===== src/rtl/morse_symbol_timer.sv =====
// morse_symbol_timer
// Classifies Morse key activity into one-cycle symbol strobes: dot, dash,
// invalid press, letter gap, word gap and send. The raw key and send inputs
// are synchronised, and the key is debounced, before any timing is measured.
// Optional feature macro: MORSE_SYM_LEN_EN adds the sym_len output that
// reports the measured duration of each emitted symbol.

module morse_symbol_timer #(
  parameter int CNT_W      = 16,
  parameter int DEBOUNCE   = 3,
  parameter int DOT_MAX    = 5,
  parameter int DASH_MIN   = 15,
  parameter int LETTER_GAP = 30,
  parameter int WORD_GAP   = 70
) (
  input  logic             clk,
  input  logic             rst_n,
  input  logic             button,
  input  logic             send,
  output logic             sym_valid,
  output logic [2:0]       sym_code,
  output logic             key_down
`ifdef MORSE_SYM_LEN_EN
  ,
  output logic [CNT_W-1:0] sym_len
`endif
);

  typedef enum logic [1:0] {
    ST_IDLE  = 2'd0,
    ST_PRESS = 2'd1,
    ST_GAP   = 2'd2
  } state_e;

  localparam logic [2:0] CODE_NONE    = 3'b000;
  localparam logic [2:0] CODE_DOT     = 3'b001;
  localparam logic [2:0] CODE_DASH    = 3'b010;
  localparam logic [2:0] CODE_SEND    = 3'b011;
  localparam logic [2:0] CODE_LETTER  = 3'b100;
  localparam logic [2:0] CODE_WORD    = 3'b101;
  localparam logic [2:0] CODE_INVALID = 3'b110;

  localparam int              DB_W    = (DEBOUNCE > 1) ? $clog2(DEBOUNCE) : 1;
  localparam logic [DB_W-1:0] DB_LAST = DB_W'(DEBOUNCE - 1);
  localparam logic [DB_W-1:0] DB_ZERO = {DB_W{1'b0}};
  localparam logic [DB_W-1:0] DB_ONE  = DB_W'(1'b1);

  localparam logic [CNT_W-1:0] CNT_ZERO     = {CNT_W{1'b0}};
  localparam logic [CNT_W-1:0] CNT_ONE      = CNT_W'(1'b1);
  localparam logic [CNT_W-1:0] CNT_MAX      = {CNT_W{1'b1}};
  localparam logic [CNT_W-1:0] DOT_MAX_C    = CNT_W'(DOT_MAX);
  localparam logic [CNT_W-1:0] DASH_MIN_C   = CNT_W'(DASH_MIN);
  localparam logic [CNT_W-1:0] LETTER_GAP_C = CNT_W'(LETTER_GAP);
  localparam logic [CNT_W-1:0] WORD_GAP_C   = CNT_W'(WORD_GAP);

  logic             btn_meta_r, btn_sync_r;
  logic             snd_meta_r, snd_sync_r, snd_prev_r;
  logic             send_edge_s;
  logic             key_down_r;
  logic [DB_W-1:0]  db_cnt_r, db_cnt_next_s;
  logic             key_toggle_s, key_rise_s, key_fall_s;
  state_e           state_r, state_next_s;
  logic [CNT_W-1:0] press_cnt_r, press_next_s, press_inc_s;
  logic [CNT_W-1:0] gap_cnt_r, gap_next_s, gap_inc_s;
  logic             send_pend_r, send_pend_next_s;
  logic             sym_valid_r, sym_valid_next_s;
  logic [2:0]       sym_code_r, sym_code_next_s;

  // Two-flop synchronisers for both asynchronous inputs, plus send history for edge detection.
  always_ff @(posedge clk or negedge rst_n) begin
    if (!rst_n) begin
      btn_meta_r <= 1'b0;
      btn_sync_r <= 1'b0;
      snd_meta_r <= 1'b0;
      snd_sync_r <= 1'b0;
      snd_prev_r <= 1'b0;
    end else begin
      btn_meta_r <= button;
      btn_sync_r <= btn_meta_r;
      snd_meta_r <= send;
      snd_sync_r <= snd_meta_r;
      snd_prev_r <= snd_sync_r;
    end
  end

  assign send_edge_s = snd_sync_r & ~snd_prev_r;

  // Debounce: the accepted level flips on the DEBOUNCE-th consecutive disagreeing cycle.
  always_comb begin
    key_toggle_s  = 1'b0;
    db_cnt_next_s = DB_ZERO;
    if (btn_sync_r != key_down_r) begin
      if (db_cnt_r == DB_LAST) begin
        key_toggle_s  = 1'b1;
        db_cnt_next_s = DB_ZERO;
      end else begin
        db_cnt_next_s = db_cnt_r + DB_ONE;
      end
    end else begin
      db_cnt_next_s = DB_ZERO;
    end
  end

  assign key_rise_s = key_toggle_s & ~key_down_r;
  assign key_fall_s = key_toggle_s &  key_down_r;

  // Accepted key level and its disagreement counter.
  always_ff @(posedge clk or negedge rst_n) begin
    if (!rst_n) begin
      key_down_r <= 1'b0;
      db_cnt_r   <= DB_ZERO;
    end else begin
      key_down_r <= key_down_r ^ key_toggle_s;
      db_cnt_r   <= db_cnt_next_s;
    end
  end

  assign press_inc_s = (press_cnt_r == CNT_MAX) ? press_cnt_r : press_cnt_r + CNT_ONE;
  assign gap_inc_s   = (gap_cnt_r   == CNT_MAX) ? gap_cnt_r   : gap_cnt_r   + CNT_ONE;

  // Next state, counters and symbol; the press classification always wins the strobe slot.
  always_comb begin
    state_next_s     = state_r;
    press_next_s     = press_cnt_r;
    gap_next_s       = gap_cnt_r;
    send_pend_next_s = send_pend_r;
    sym_valid_next_s = 1'b0;
    sym_code_next_s  = CODE_NONE;
    case (state_r)
      ST_IDLE: begin
        if (key_rise_s) begin
          state_next_s = ST_PRESS;
          press_next_s = CNT_ONE;
          gap_next_s   = CNT_ZERO;
        end else begin
          gap_next_s   = CNT_ZERO;
        end
      end
      ST_PRESS: begin
        if (key_fall_s) begin
          sym_valid_next_s = 1'b1;
          if (press_cnt_r <= DOT_MAX_C) begin
            sym_code_next_s = CODE_DOT;
          end else if (press_cnt_r >= DASH_MIN_C) begin
            sym_code_next_s = CODE_DASH;
          end else begin
            sym_code_next_s = CODE_INVALID;
          end
          state_next_s = ST_GAP;
          gap_next_s   = CNT_ONE;
        end else begin
          press_next_s = press_inc_s;
        end
      end
      ST_GAP: begin
        if (key_rise_s) begin
          // A new press ends the gap silently if no threshold has been reached yet.
          state_next_s = ST_PRESS;
          press_next_s = CNT_ONE;
          gap_next_s   = CNT_ZERO;
        end else if (gap_inc_s == WORD_GAP_C) begin
          sym_valid_next_s = 1'b1;
          sym_code_next_s  = CODE_WORD;
          state_next_s     = ST_IDLE;
          gap_next_s       = CNT_ZERO;
        end else if (gap_inc_s == LETTER_GAP_C) begin
          sym_valid_next_s = 1'b1;
          sym_code_next_s  = CODE_LETTER;
          gap_next_s       = gap_inc_s;
        end else begin
          gap_next_s       = gap_inc_s;
        end
      end
      default: begin
        state_next_s = ST_IDLE;
        press_next_s = CNT_ZERO;
        gap_next_s   = CNT_ZERO;
      end
    endcase
    // A pending send takes the first free strobe slot and cancels any gap in progress.
    if (send_pend_r && !sym_valid_next_s) begin
      sym_valid_next_s = 1'b1;
      sym_code_next_s  = CODE_SEND;
      send_pend_next_s = 1'b0;
      if (state_next_s == ST_GAP) begin
        state_next_s = ST_IDLE;
        gap_next_s   = CNT_ZERO;
      end else begin
        state_next_s = state_next_s;
      end
    end else if (send_edge_s) begin
      send_pend_next_s = 1'b1;
    end else begin
      send_pend_next_s = send_pend_r;
    end
  end

  // Registered FSM state, counters, pending send and symbol outputs.
  always_ff @(posedge clk or negedge rst_n) begin
    if (!rst_n) begin
      state_r     <= ST_IDLE;
      press_cnt_r <= CNT_ZERO;
      gap_cnt_r   <= CNT_ZERO;
      send_pend_r <= 1'b0;
      sym_valid_r <= 1'b0;
      sym_code_r  <= CODE_NONE;
    end else begin
      state_r     <= state_next_s;
      press_cnt_r <= press_next_s;
      gap_cnt_r   <= gap_next_s;
      send_pend_r <= send_pend_next_s;
      sym_valid_r <= sym_valid_next_s;
      sym_code_r  <= sym_code_next_s;
    end
  end

  assign sym_valid = sym_valid_r;
  assign sym_code  = sym_code_r;
  assign key_down  = key_down_r;

`ifdef MORSE_SYM_LEN_EN
  logic [CNT_W-1:0] sym_len_r, sym_len_next_s;

  // Duration reported with each strobe: press length, gap length, or zero for send.
  always_comb begin
    sym_len_next_s = sym_len_r;
    case (sym_code_next_s)
      CODE_DOT, CODE_DASH, CODE_INVALID: sym_len_next_s = press_cnt_r;
      CODE_LETTER, CODE_WORD:            sym_len_next_s = gap_inc_s;
      CODE_SEND:                         sym_len_next_s = CNT_ZERO;
      default:                           sym_len_next_s = sym_len_r;
    endcase
  end

  // Length register holds its value between strobes.
  always_ff @(posedge clk or negedge rst_n) begin
    if (!rst_n) begin
      sym_len_r <= CNT_ZERO;
    end else begin
      sym_len_r <= sym_len_next_s;
    end
  end

  assign sym_len = sym_len_r;
`endif

endmodule


===== config.mk =====
export PLATFORM = sky130hd
export DESIGN_NAME = morse_symbol_timer
export DESIGN_NICKNAME = d
export VERILOG_FILES = /design/src/rtl/morse_symbol_timer.sv
export SDC_FILE = /design/constraint.sdc
export NUM_CORES = 1
export LEC_CHECK = 0
export ABC_AREA = 1
export CORE_UTILIZATION = 50
export CTS_CLUSTER_DIAMETER = 80
export DETAILED_ROUTE_END_ITERATION = 10
export GPL_TIMING_DRIVEN = 1
export HOLD_SLACK_MARGIN = 0.05
export PLACE_DENSITY = 0.76
export SLEW_MARGIN = 10
export SYNTH_ARGS = -nofsm -noshare
export SYNTH_HDL_FRONTEND = slang
export SYNTH_SLANG_ARGS = --single-unit

===== constraint.sdc =====
create_clock -name clk -period 2.8 [get_ports clk]
set_input_delay 0.56 -clock clk [delete_from_list [all_inputs] [get_ports clk]]
set_output_delay 0.56 -clock clk [all_outputs]
set_load 0.02 [all_outputs]

==> results of run 1 <==
## cell families (layout without fill, tap and decap cells)
group | after synthesis | after routing | synth area share
adders and majority gates | 9 | 9 | 0.0337
and+or+nand+nor | 269 | 269 | 0.412
xor gates and xnor gates | 5 | 5 | 0.0131
buffers and inverters | 68 | 86 | 0.0855
AOI/OAI and AO/OA | 55 | 55 | 0.103
DFF | 47 | 47 | 0.352
## per-stage QoR
stage	hold WS, ns	setup slack [ns]	total power [W]	util
3_5_place_dp	0.338	0.175	0.00161	0.551
6_report	0.331	0.272	0.00212	0.572
3_3_place_gp	0.334	0.275	0.00159	0.551
2_1_floorplan	0.264	0.611	0.00138	-
4_1_cts	0.360	0.167	0.00211	0.568
5_1_grt	0.363	0.0263	0.00225	0.572
## cells in the mapped netlist, drive strengths merged, types with 2 or more instances
cell type | number | area, µm²
nand2 | 122 | 513
nor2 | 70 | 333
inv | 58 | 218
nand3 | 50 | 353
dfrtp | 47 | 1180
a21oi | 19 | 106
o21ai | 13 | 65.1
a22oi | 12 | 90.1
nor3 | 12 | 65.1
ha | 9 | 113
nand4 | 8 | 65.1
buf | 4 | 45.0
clkbuf | 4 | 15.0
nor4 | 4 | 25.0
o22ai | 3 | 18.8
xor2 | 3 | 26.3
clkinv | 2 | 7.51
nand3b | 2 | 15.0
o21a | 2 | 15.0
xnor2 | 2 | 17.5
## registers in the layout, summed over array words and instances (netlist names), named ones only
| signal | count |
|---|---|
| sym_code | 3 |
| gap_cnt_r | 16 |
| snd_meta_r | 1 |
| btn_sync_r | 1 |
| send_pend_r | 1 |
| press_cnt_r | 16 |
| db_cnt_r | 2 |
| state_r | 2 |
| snd_prev_r | 1 |
| btn_meta_r | 1 |
| sym_valid | 1 |
| snd_sync_r | 1 |
## power by group
group          total (W)  switching [W]  internal (W)
Clock           0.000497       0.000231      0.000266
Combinational   0.000791       0.000549      0.000242
Sequential      0.000828      0.0000689      0.000759
## what timing repair did
action                                 in CTS  in global routing
setup endpoints to repair                   0                 16
setup buffers                               0                  1
endpoints found under the hold margin       0                  0
resized for setup                           0                  0
## layout make-up
cell class              count  area [µm²]
clock buffers               5        68.8
clock inverters             3        43.8
fillers                   617        2740
inverters                  60         225
multi-input cells         338        1880
flip-flops and latches     47        1180
well taps                  77        96.3
repair buffers             18         163
## critical path: stages, from the launching register on
cell and delay, ns:
dfrtp_1 0.43, ha_1 0.26, nand3_4 0.12, nor2_2 0.16, nand2_2 0.24, nand2_1 0.12
nand2_1 0.09, nor2_2 0.15, nand3_1 0.09, nand2_1 0.09, nand3_2 0.08, nand2_2 0.11
nand2_2 0.08, nand2_4 0.19, nor2_1 0.10, nor2_1 0.12
## routing by layer
| layer | wire (µm) | vias to the layer above | track usage | share of wire |
|---|---|---|---|---|
| met3 | 322 | 11 | 0.0247 | 0.043 |
| met5 | 0 | - | 0 | 0 |
| met4 | 127 | 0 | 0.0663 | 0.017 |
| li1 | - | 1503 | - | - |
| met2 | 3490 | 79 | 0.356 | 0.47 |
| met1 | 3500 | 1385 | 0.310 | 0.47 |
## final timing paths
kind / slack, ns / endpoint / cells after the start
min in group clk: 0.36 / snd_sync_r / 0
hold / removal: 0.33 / sym_code[2] / 2
setup reg to reg: 0.27 / state_r[1] / 15
hold reg to reg: 0.36 / snd_sync_r / 0
max in group asynchronous: 2.06 / send_pend_r / 2
setup / recovery: 0.27 / state_r[1] / 15
## layout by cell type, fill, tap and decap left out, types with 9 or more instances in the layout
| cell type | n |
|---|---|
| nand2_1 | 104 |
| nor2_1 | 56 |
| inv_1 | 51 |
| dfrtp_1 | 47 |
| nand3_1 | 31 |
| nand3_2 | 18 |
| a21oi_1 | 18 |
| nand2_2 | 16 |
| a22oi_1 | 12 |
| o21ai_0 | 12 |
| nor3_1 | 11 |
| ha_1 | 9 |
| buf_4 | 9 |
==> run metrics, run 1 <==
EDFF count, synth 0; overall routing resource usage 0.220; wire length per cell 13.6 µm; largest net degree at the start of global routing 48; status completed; Cells after Synth 453; Achievable Freq 396 MHz; layout cells sized above 1 0.170; CTS Sinks 47; vias in the first global route 2825; crit path DAT 2.75 ns; width of the die 83.7 µm; routability-driven placement congestion ratio 0.880; Cells after DPL 539; Syn Nets 466; FF+latch count, synth 47; most frequently used flop master after synthesis dfrtp_1; CTS tree done; crit path from gap_cnt_r[0]; clock-pin transition on the worst setup and hold timing paths 0.09 ns; Longest Clk Path Bufs 2; Tmin final 2.53 ns; LEAKAGE 1.63 nW; Root Buffer clkbuf_8; Die Height 83.7 µm; Hold WC Path Type primary input to async pin; Max transition margin 0.606; Final Hold Vio Count 0; Antenna diodes 0; number of vias per cell 5.43; Final Max Slew Viols 0; Hold-fix buffers, CTS 0; Least-Margin Pin Slew 0.591 ns; CTS H-tree lvls 2; synthesized area 3340 µm²; io pins 9; Initial DRC Count 188; sequential area share after synthesis 0.352; Die ar. 7010 µm²; remaining antenna violation count after routing 0; Final HPWL DP 5.53 mm; Unique masters post-synth 38; Crit Path Class flip-flop to flip-flop; first-pass GRT wire length 12.6 mm; max-cap viol count 0; CP Launch Type flip-flop; RSZ-0062 raised after global routing no; Finished Layout Cells 548; final setup violating endpoints 0; launch point of the worst reg-to-reg path gap_cnt_r[0]; ys async rst share 1.00; Placed Instance Area 3520 µm²; Final Cell Area 3650 µm²; syn avg cell area 7.37 µm²; Vias 2978; core footprint 6390 µm²; initial core utilization 0.523; # nets final 483; CP Capture Type flip-flop; Post-Route WL 7.45 mm; initial antenna violation count 0; gr ovfl total 0; data required time at the worst endpoint 3.03 ns; Clock Latency Late Sink 0.30 ns; Layout area overhead 9.33%; Peak VDD IR 0.572 mV; Yosys warnings 0; worst-path fanout max 19; DR pass1 iterations 4; final setup skew 0.00777 ns; # DRC 0; Placement Rows 29; setup total negative slack 0 ns; Power Dens Cells 580 nW/µm²; clock buffer count from CTS 5; crit share post-route 0.903; port bufs 8
No activity file was read; power rests on OpenSTA's default activity.
==> run 2, diff against run 1 <==
Settings changed: ABC_AREA 1 to default.
==> run 2 against run 1 <==
  * The flow now finishes with violations (setup timing)
  * Sequential power decreased by 8.3%
  * Cell area rose by 2.9%
  * Combinational power is 35% lower
  * Critical path type unchanged
==> run metrics, run 2 <==
status finished, violations left (was completed); failing checks setup timing; worst-path fanout max 8 (was 19); largest net degree at the start of global routing 27 (was 48); port bufs 8 (unchanged); Initial DRC Count 221 (was 188); Final HPWL DP 5.07 mm (was 5.53 mm); fillers 424 (was 617); Least-Margin Pin Slew 0.567 ns (was 0.591 ns); Antenna diodes 0 (unchanged); Clock Latency Late Sink 0.31 ns (was 0.30 ns); Unique masters post-synth 54 (was 38); Final Cell Area 3760 µm² (was 3650 µm²); slack of the critical path -0.0748 ns (was 0.272 ns); most frequent cells in the layout dfrtp_1, buf_4, o21ai_0, nor2_1, nand2_1 (was nand2_1, nor2_1, inv_1, dfrtp_1, nand3_1); Achievable Freq 348 MHz (was 396 MHz); synthesized area 2940 µm² (was 3340 µm²); DR pass1 iterations 5 (was 4); Cells after DPL 454 (was 539); final setup violating endpoints 16 (was 0); CTS H-tree lvls 2 (unchanged); Die Height 78.7 µm (was 83.7 µm); CTS Sinks 47 (unchanged); Hold-fix buffers, CTS 0 (unchanged); Yosys warnings 0 (unchanged); remaining antenna violation count after routing 0 (unchanged); initial core utilization 0.528 (was 0.523); crit path DAT 3.07 ns (was 2.75 ns); Synth area leader dfrtp_1 (unchanged); vias in the first global route 2738 (was 2825); sequential area share after synthesis 0.400 (was 0.352); routability-driven placement congestion ratio 0.929 (was 0.880); width of the die 78.7 µm (was 83.7 µm); CP Launch Type flip-flop (unchanged); first-pass GRT wire length 12.3 mm (was 12.6 mm); top-count cell post-synth dfrtp_1 (was nand2_1); Hold WC Path Type primary input to async pin (unchanged); Final Hold Vio Count 0 (unchanged); gr ovfl total 0 (unchanged); crit share post-route 1.03 (was 0.903); clock buffer count from CTS 5 (unchanged); max-cap viol count 0 (unchanged); # nets final 413 (was 483); Crit Path Class flip-flop to flip-flop (unchanged); overall routing resource usage 0.250 (was 0.220); Tmin final 2.87 ns (was 2.53 ns); FF+latch count, synth 47 (unchanged); Power Dens Cells 481 nW/µm² (was 580 nW/µm²); # DRC 0 (unchanged); Die ar. 6190 µm² (was 7010 µm²); initial antenna violation count 0 (unchanged); number of vias per cell 6.30 (was 5.43); Root Buffer clkbuf_8 (unchanged); Pwr Total 0.00181 W (was 0.00212 W); core footprint 5570 µm² (was 6390 µm²); data required time at the worst endpoint 2.99 ns (was 3.03 ns); Longest Clk Path Bufs 2 (unchanged); syn avg cell area 8.33 µm² (was 7.37 µm²); most frequently used flop master after synthesis dfrtp_1 (unchanged); largest cells by area after synthesis dfrtp_1, o21ai_0, nor2_1, a21oi_1, ha_1 (was dfrtp_1, nand2_1, nor2_1, inv_1, nand3_2); Syn Nets 366 (was 466); Final Max Slew Viols 0 (unchanged); Post-Route WL 8.12 mm (was 7.45 mm); EDFF count, synth 0 (unchanged); RSZ-0062 raised after global routing yes (was no); worst slack, placed 0.0628 ns (was 0.175 ns); leading cell type in the layout, fill and taps excluded dfrtp_1 (was nand2_1); CP Capture Type flip-flop (unchanged); clock-pin transition on the worst setup and hold timing paths 0.10 ns (was 0.09 ns); layout cells sized above 1 0.252 (was 0.170); final setup skew 0.0138 ns (was 0.00777 ns); setup total negative slack -0.723 ns (was 0 ns); wire length per cell 17.2 µm (was 13.6 µm); io pins 9 (unchanged); Vias 2980 (was 2978); LEAKAGE 1.60 nW (was 1.63 nW); ys async rst share 1.00 (unchanged); post-synth top area share 0.400 (was 0.352); CTS tree done (unchanged); Placed Instance Area 3350 µm² (was 3520 µm²); Cells after Synth 353 (was 453); top post-synthesis cells by count dfrtp_1, nor2_1, o21ai_0 (was nand2_1, nor2_1, inv_1); Layout area overhead 27.7% (was 9.33%); Placement Rows 27 (was 29); Max transition margin 0.622 (was 0.606); Peak VDD IR 0.394 mV (was 0.572 mV); Finished Layout Cells 473 (was 548)
run 2: cell types whose count changed after synthesis, sizes merged, moves of 6 or more:
cell,previous run,this run
nand2,122,30
inv,58,13
nor2,70,39
nand3,50,20
o21ai,13,41
and3,0,11
a22oi,12,3
clkbuf,4,12
nand2b,0,7
a21oi,19,25
o31ai,0,6
run 2: where the power goes:
part           internal, W  switching, W
Sequential        0.000720     0.0000385
Combinational     0.000207      0.000310
Clock             0.000289      0.000241
Total              0.00122      0.000589
run 2: worst paths after layout:
check / from / to / slack, ns / depth (start not counted)
worst max-delay path: gap_cnt_r[0] / gap_cnt_r[14] / -0.07 / 11
worst min-delay path: rst_n / gap_cnt_r[6] / 0.21 / 1
worst max register to register: gap_cnt_r[0] / gap_cnt_r[14] / -0.07 / 11
worst min register to register: btn_meta_r / btn_sync_r / 0.36 / 0
max in group asynchronous: rst_n / state_r[1] / 1.84 / 2
min in group clk: btn_meta_r / btn_sync_r / 0.36 / 0
run 2: timing repair:
item | 4_1_cts | 5_1_grt
gates resized for setup | 0 | 44
setup buffers | 0 | 10
endpoints found under the setup margin | 0 | 18
run 2: metrics by stage:
step | util | hold WS (ns)
3_5_place_dp | 0.600 | 0.342
6_report | 0.674 | 0.208
3_3_place_gp | 0.600 | 0.334
5_1_grt | 0.674 | 0.250
2_1_floorplan | - | 0.264
4_1_cts | 0.621 | 0.227
run 2: layout make-up:
class / instances / area, µm² / area share
multi-input cells: 277 / 1840 / 0.490
well taps: 72 / 90.1 / 0.0240
repair buffers: 56 / 480 / 0.128
clock buffers: 6 / 82.6 / 0.0220
flip-flops and latches: 47 / 1180 / 0.314
clock inverters: 2 / 35.0 / 0.00932
inverters: 13 / 48.8 / 0.0130
run 2: worst max-delay path, stage by stage, from the launching register on:
cell and delay (ns):
dfrtp_1 0.38, ha_2 0.21, nand4_1 0.10, buf_6 0.17, nor3_4 0.12, mux2i_1 0.28
o211ai_1 0.26, nor4b_4 0.40, a31oi_2 0.18, o31ai_4 0.38, clkbuf_16 0.23, nor2_1 0.04
run 2: layer usage:
| metal | wire length, µm | GRT usage | vias up |
|---|---|---|---|
| met4 | 244 | 0.0944 | 0 |
| met2 | 3990 | 0.419 | 142 |
| met5 | 0 | 0 | - |
| li1 | - | - | 1375 |
| met1 | 3390 | 0.327 | 1432 |
| met3 | 491 | 0.0368 | 31 |
run 2: cell families (layout without fill, tap and decap cells):
group,count (synthesis),count (layout),share of synthesized area
flip-flops,47,47,0.400
AND/OR/NAND/NOR,157,157,0.280
buffers and inverters,29,77,0.0413
adder cells (fa/ha/maj),9,9,0.0383
XOR/XNOR,3,3,0.00893
multiplexers,4,4,0.0140
AO/OA/AOI/OAI,104,104,0.217
